File: config.mk
export PLATFORM = sky130hd
export DESIGN_NAME = psc_trigger_receiver
export DESIGN_NICKNAME = d
export VERILOG_FILES = /design/src/rtl/psc_trigger_receiver.sv
export SDC_FILE = /design/constraint.sdc
export NUM_CORES = 1
export LEC_CHECK = 0
export CORE_ASPECT_RATIO = 1.75
export CORE_UTILIZATION = 53
export CTS_CLUSTER_SIZE = 25
export DETAILED_ROUTE_END_ITERATION = 16
export PLACE_DENSITY = 0.81
export REMOVE_ABC_BUFFERS = 1
export SLEW_MARGIN = 20
export SYNTH_ARGS = -nofsm -noshare
export SYNTH_HDL_FRONTEND = slang
export SYNTH_SLANG_ARGS = --single-unit
File: constraint.sdc
create_clock -name clk -period 2.6 [get_ports clk]
set_input_delay 0.26 -clock clk [delete_from_list [all_inputs] [get_ports clk]]
set_output_delay 0.26 -clock clk [all_outputs]
set_load 0.01 [all_outputs]
File: src/rtl/psc_trigger_receiver.sv
// psc_trigger_receiver: oversampling serial word receiver, 4-byte packet delineator and trigger decoder
// Ports: clk, reset (async, active-high), psc_input (async serial line, idle low);
//        trigger_out/rx_valid/frame_err/crc_err/timeout_err single-clk pulses, rx_cmd/rx_seq held packet fields.
// Build option: define PSC_RX_CRC_EN to check the packet CRC-8; otherwise the CRC byte is received and ignored.
module psc_trigger_receiver #(
  parameter int         OVERSAMPLE = 5,
  parameter logic [7:0] SYNC_BYTE  = 8'hA5,
  parameter logic [7:0] TRIG_CMD   = 8'h54,
  parameter int         TIMEOUT    = 100
) (
  input  logic       clk,
  input  logic       reset,
  input  logic       psc_input,
  output logic       trigger_out,
  output logic       rx_valid,
  output logic [7:0] rx_cmd,
  output logic [7:0] rx_seq,
  output logic       frame_err,
  output logic       crc_err,
  output logic       timeout_err
);
  localparam int CW = $clog2(OVERSAMPLE + 1);
  localparam int TW = $clog2(TIMEOUT + 1);
  localparam logic [CW-1:0] HALF = CW'(OVERSAMPLE / 2);
  localparam logic [CW-1:0] FULL = CW'(OVERSAMPLE);
  typedef enum logic [1:0] {IDLE, START, DATA, STOP} bit_state_t;
  typedef enum logic [1:0] {HUNT, CMD, SEQ, CRC} pkt_state_t;
  bit_state_t    bit_q;
  pkt_state_t    pkt_q;
  logic [2:0]    sync_q;
  logic [CW-1:0] cnt_q;
  logic [2:0]    idx_q;
  logic [7:0]    shift_q, cmd_stg_q, seq_stg_q, rx_cmd_q, rx_seq_q;
  logic [TW-1:0] tcnt_q;
  logic          byte_done_q, frame_err_q, trig_q, valid_q, to_q, crc_ok;
  // sync_q[1:0] is the 2-FF synchronizer; sync_q[2] only delays the synced line for edge detection
  wire line = sync_q[1];
  wire rise = sync_q[1] & ~sync_q[2];
  wire tick = cnt_q == CW'(1);
  always_ff @(posedge clk or posedge reset)
    if (reset) sync_q <= '0;
    else sync_q <= {sync_q[1:0], psc_input};
  always_ff @(posedge clk or posedge reset)
    if (reset) begin
      bit_q       <= IDLE;
      cnt_q       <= '0;
      idx_q       <= '0;
      shift_q     <= '0;
      byte_done_q <= 1'b0;
      frame_err_q <= 1'b0;
    end else begin
      byte_done_q <= 1'b0;
      frame_err_q <= 1'b0;
      case (bit_q)
        IDLE: if (rise) begin
          bit_q <= START;
          cnt_q <= HALF;
        end
        START: if (tick) begin
          bit_q <= line ? DATA : IDLE;
          cnt_q <= FULL;
          idx_q <= '0;
        end else cnt_q <= cnt_q - 1'b1;
        DATA: if (tick) begin
          shift_q <= {shift_q[6:0], line};
          cnt_q   <= FULL;
          idx_q   <= idx_q + 1'b1;
          bit_q   <= idx_q == 3'd7 ? STOP : DATA;
        end else cnt_q <= cnt_q - 1'b1;
        STOP: if (tick) begin
          byte_done_q <= ~line;
          frame_err_q <= line;
          bit_q       <= IDLE;
        end else cnt_q <= cnt_q - 1'b1;
      endcase
    end
`ifdef PSC_RX_CRC_EN
  logic [7:0] crc_q, crc_d;
  logic       crc_err_q;
  // running CRC restarts from zero on the SYNC byte, so no explicit clear is needed between packets
  always_comb begin
    crc_d = (pkt_q == HUNT ? 8'h00 : crc_q) ^ shift_q;
    for (int i = 0; i < 8; i++) crc_d = {crc_d[6:0], 1'b0} ^ (crc_d[7] ? 8'h07 : 8'h00);
  end
  always_ff @(posedge clk or posedge reset)
    if (reset) begin
      crc_q     <= '0;
      crc_err_q <= 1'b0;
    end else begin
      crc_err_q <= byte_done_q && pkt_q == CRC && shift_q != crc_q;
      if (byte_done_q) crc_q <= crc_d;
    end
  assign crc_ok  = shift_q == crc_q;
  assign crc_err = crc_err_q;
`else
  assign crc_ok  = 1'b1;
  assign crc_err = 1'b0;
`endif
  always_ff @(posedge clk or posedge reset)
    if (reset) begin
      pkt_q     <= HUNT;
      tcnt_q    <= '0;
      cmd_stg_q <= '0;
      seq_stg_q <= '0;
      rx_cmd_q  <= '0;
      rx_seq_q  <= '0;
      trig_q    <= 1'b0;
      valid_q   <= 1'b0;
      to_q      <= 1'b0;
    end else begin
      trig_q  <= 1'b0;
      valid_q <= 1'b0;
      to_q    <= 1'b0;
      if (frame_err_q) begin
        pkt_q  <= HUNT;
        tcnt_q <= '0;
      end else if (byte_done_q) begin
        // a byte arriving on the expiry cycle takes priority over the timeout
        tcnt_q <= '0;
        case (pkt_q)
          HUNT: pkt_q <= shift_q == SYNC_BYTE ? CMD : HUNT;
          CMD: begin
            cmd_stg_q <= shift_q;
            pkt_q     <= SEQ;
          end
          SEQ: begin
            seq_stg_q <= shift_q;
            pkt_q     <= CRC;
          end
          CRC: begin
            pkt_q <= HUNT;
            if (crc_ok) begin
              rx_cmd_q <= cmd_stg_q;
              rx_seq_q <= seq_stg_q;
              valid_q  <= 1'b1;
              trig_q   <= cmd_stg_q == TRIG_CMD;
            end
          end
        endcase
      end else if (pkt_q != HUNT) begin
        tcnt_q <= tcnt_q + 1'b1;
        if (tcnt_q == TW'(TIMEOUT - 1)) begin
          to_q   <= 1'b1;
          pkt_q  <= HUNT;
          tcnt_q <= '0;
        end
      end
    end
  assign trigger_out = trig_q;
  assign rx_valid    = valid_q;
  assign rx_cmd      = rx_cmd_q;
  assign rx_seq      = rx_seq_q;
  assign frame_err   = frame_err_q;
  assign timeout_err = to_q;
endmodule

Word-level counts from Yosys, hierarchy flattened

Cells that the tools add are included.
W data, S select, Z words.

Flip-flop bits (word level): 65
Word-level logic and storage cells: 92
Output and inout bits: 21
Input bits: 3

Bitwise logic cells: 4
Equal/unequal tests: 16
Add/sub/neg operators: 3
Muxes and demuxes: 38
Reduce and logical (&&, ||, !) cells: 15

Operators with widths:

| kind                  | number |
|---|---|
| $mux W7               | 4 |
| $mux W2               | 9 |
| $mux W1               | 16 |
| $pmux W2 S4           | 2 |
| $mux W3               | 5 |
| $reduce_and A3 Y1     | 4 |
| $ne A2 B2 Y1 const B  | 5 |
| $pmux W3 S3           | 1 |
| $eq A2 B2 Y1 const B  | 4 |
| $eq A8 B7 Y1 const B  | 1 |
| $eq A8 B8 Y1 const B  | 1 |
| $add A7 B1 Y7 const B | 1 |
| $eq A7 B7 Y1 const B  | 1 |
| $pmux W3 S2           | 1 |
| $reduce_and A2 Y1     | 3 |
| $reduce_bool A3 Y1    | 2 |
| $eq A2 B1 Y1 const B  | 2 |
| $logic_not A2 Y1      | 2 |
| $reduce_and A4 Y1     | 1 |
| $reduce_bool A2 Y1    | 2 |
| $add A3 B1 Y3 const B | 1 |
| $eq A3 B1 Y1 const B  | 1 |
| $eq A3 B3 Y1 const B  | 1 |
| $not A1 Y1            | 3 |
| 3 further kinds       | 3 |

Longest topological paths before layout

Depth in word-level cells: 5
Gate-level depth with buffers: 7
Gate-level depth less buffers: 6

Least setup slack after synthesis

Ideal clock, no wire load.

Path kind: reg-to-reg
Start: register cnt_q[0]
End: register shift_q[0]
Data arrival time: 1446 ps
Buffers on the path: 1
Library setup time: 125 ps
Required time: 2475 ps
Stages on the path, launching flop included: 6
Clock period less this slack: 1570 ps
Slack: 1030 ps
Path through: dfrtp_1 ha_1 nor2b_2 buf_4 nand2_2 mux2_2

Word-level cells in the longest chain between the ends: 2

Ends and longest elaborated chain:

| item                        | RTL line | text |
|---|---|---|
| start: declaration          | 31       | `logic [CW-1:0] cnt_q;` |
| start signal: assignment    | 63       | `end else cnt_q <= cnt_q - 1'b1;` |
| start signal: assignment    | 69       | `end else cnt_q <= cnt_q - 1'b1;` |
| start signal: assignment    | 74       | `end else cnt_q <= cnt_q - 1'b1;` |
| $eq A3 B1 Y1                | 39       | `wire tick = cnt_q == CW'(1);` |
| $reduce_and A2 Y1 (no line) | --       |  |
| end signal: assignment      | 65       | `shift_q <= {shift_q[6:0], line};` |
| end: declaration            | 33       | `logic [7:0] shift_q, cmd_stg_q, seq_stg_q, rx_cmd_q, rx_seq_q;` |

Every way passes these cells.
A chain may end at the register's enable or synchronous reset.

Worst setup path after layout

Start: register cnt_q[0]
End: register shift_q[3]

The elaborated chain is that of the path after synthesis.

==> metrics <==
Total Routing Usage GR 19.2%; Post-Synthesis Cells 218; Final nets 264; Final setup viols 0; placed cell areas 3240 um^2; Worst Tran Pin Value 665 ps; initial core utilization 55.4%; antenna violations before repair 0; total gr overflow 0; CTS buffer count 9; min cycle time layout 1800 ps; status finished clean; count of different cell masters after synthesis 44; Crit Path Class flop to flop; type of origin of the critical path flop; post-DR vias/cell 5.34; setup TNS 0 ps; DR top layer met4; Top delay family on crit path simple AND/OR/NAND/NOR gates; async set-reset flop share out of synthesis 100%; RSZ-0062 raised after global routing false; via count 1742; critical path fanouts, max 11; Die W 58.5 um; Clock Root Buffer clkbuf_8; DRT iter0 DRCs 37; clk buf depth 2; Hold Violations, Final 0; f_max 556 MHz; # diodes 0; post-CTS sizing 0; Yosys top cell area share 54.9%; HPWL after detailed placement 3.37 mm; antenna viol nets, final 0; commonest non-fill, non-tap cell in the layout dfrtp_1; Synth area leader dfrtp_1; WL/cell 14.6 um; peak supply drop 0.564 mV; cell area after synthesis 2960 um^2; vias in the first global route 1813; mux contribution to synthesized area 16.3%; CP Capture Type flop; std cell rows 35; DRC violations left 0; Skew-Pair Late Insertion Delay 340 ps; first-pass GRT wire length 8.29 mm; Compound-Gate Fraction of Synth Area 8.37%; CTS Hold Buffers Added 0; Setup Buffers After CTS 0; CTS Sinks 65; CP bufs+invs 0; worst rel slew slack 55.6%; flop and latch count out of synthesis 65; Top FF cell, synth dfrtp_1; Sequential Area 1630 um^2; post-synthesis sequential area ratio 54.9%; CP peak stage delay 470 ps; Pwr Density 705 nW/um^2; I/O pin count 24; Area contributors post-synth dfrtp_1 (55%), mux2_2 (12%), ha_1 (5.9%); EDFF count, synth 0; port bufs 22; Adder-Cell Fraction of Synth Area 5.91%; xor-xnor portion of the synthesized cell area 1.18%; most frequent cells in the layout dfrtp_1 (65), mux2_2 (31), clkdlybuf4s50_1 (22); core area 5340 um^2; Max Clock Skew 5.76 ps; Syn. warnings 0; metal2 WL 2.51 mm; critical path's slowest cell dfrtp_1; total routed wirelength 4.76 mm; Synth Area per Inst 13.6 um^2; critical path cell sequence ha_1 > nor2b_2 > nand2_2 > mux2_2; worst path arrival time 2020 ps; simple-gate area share of the yosys netlist 10.2%; H-tree depth 3; period utilization 69.1%; Clock Pin Slew Worst Setup and Hold Paths 70 ps; Filler cells 418; area of the multi-input gates 1250 um^2; P_leak 1.69 nW; DR pass1 iterations 4; Max Cap Violations 0; CTS tree yes; Critical Path RT 2820 ps; gpl congestion 0.789; Finished Cell Area 3450 um^2; Die ar. 5900 um^2; main combinational cell family by area after synthesis multiplexers; share of layout cells above drive strength 1 27.8%; Die Span Y 101 um; met3 routed WL 133 um; area grow syn2layout 16.6%; pin count of the biggest net entering global routing 35; final count of pins violating max slew 0; Hold Path Class input pin to asynchronous set/reset pin; met1 wire length 2.00 mm
==> power by group <==
group          switching (mW)  leakage (nW)  internal (mW)
combinational           0.240         0.689          0.186
clock                   0.359         0.107          0.521
sequential             0.0597         0.892           1.07
==> synthesized netlist by cell type (2+ instances only) <==
library cell / instances
a211oi_1: 4
a21oi_1: 11
a32o_1: 2
and3_1: 2
buf_4: 2
dfrtp_1: 65
ha_1: 14
inv_1: 10
mux2_2: 31
mux2_4: 9
nand2_1: 9
nand2_2: 4
nand3_1: 5
nand3b_1: 2
nor2_1: 11
nor3_1: 2
nor4bb_1: 3
o21ai_0: 3
xnor2_1: 4
==> path summary, 6_finish.rpt <==
| check | start | end | slack, ps | depth (start not counted) |
|---|---|---|---|---|
| max | cnt_q[0] | shift_q[3] | 800 | 4 |
| min | reset | shift_q[6] | 340 | 2 |
| max reg2reg | cnt_q[0] | shift_q[3] | 800 | 4 |
| min reg2reg | sync_q[0] | sync_q[1] | 350 | 0 |
| max in group asynchronous | reset | asynchronous set/reset pin | 1650 | 3 |
| min in group clk | sync_q[0] | sync_q[1] | 350 | 0 |
==> layout make-up <==
type,count,area share (%)
clock inverters,2,1.01
flip-flops and latches,65,47.1
well taps,74,2.68
repair buffers,23,6.96
inverters,10,1.09
clock buffers,14,5.00
multi-input cells,138,36.1
==> per-stage QoR <==
stage	power [mW]	util [%]	hold slack [ps]	instances	setup WS, ps
6_report	2.43	64.6	341	326	802
5_1_grt	2.56	64.6	333	326	679
4_1_cts	2.46	64.6	340	326	798
3_5_place_dp	1.58	60.7	342	310	799
3_3_place_gp	1.55	60.7	332	310	872
2_1_floorplan	1.48	-	291	213	714
==> logic make-up after synthesis <==
kind of cell,after synthesis
adders and majority gates,14
xor gates and xnor gates,4
and+or+nand+nor,48
AOI/OAI and AO/OA,31
other,1
buffers and inverters,15
muxes,40
DFF,65
==> state kept, by name, summed over array words and instances, names as in the netlist, named ones only <==
name         count
byte_done_q      1
timeout_err      1
trigger_out      1
seq_stg_q        8
bit_q            1
tcnt_q           7
shift_q          8
rx_seq           8
rx_valid         1
rx_cmd           8
frame_err        1
cmd_stg_q        8
cnt_q            3
pkt_q            2
idx_q            3
sync_q           3
==> metal layers <==
layer | track usage (%) | up-vias
met3 | 6.80 | 13
met5 | 0 | -
li1 | - | 827
met1 | 21.6 | 882
met4 | 10.8 | 0
met2 | 31.2 | 20
(Power assumes the default switching activity.)
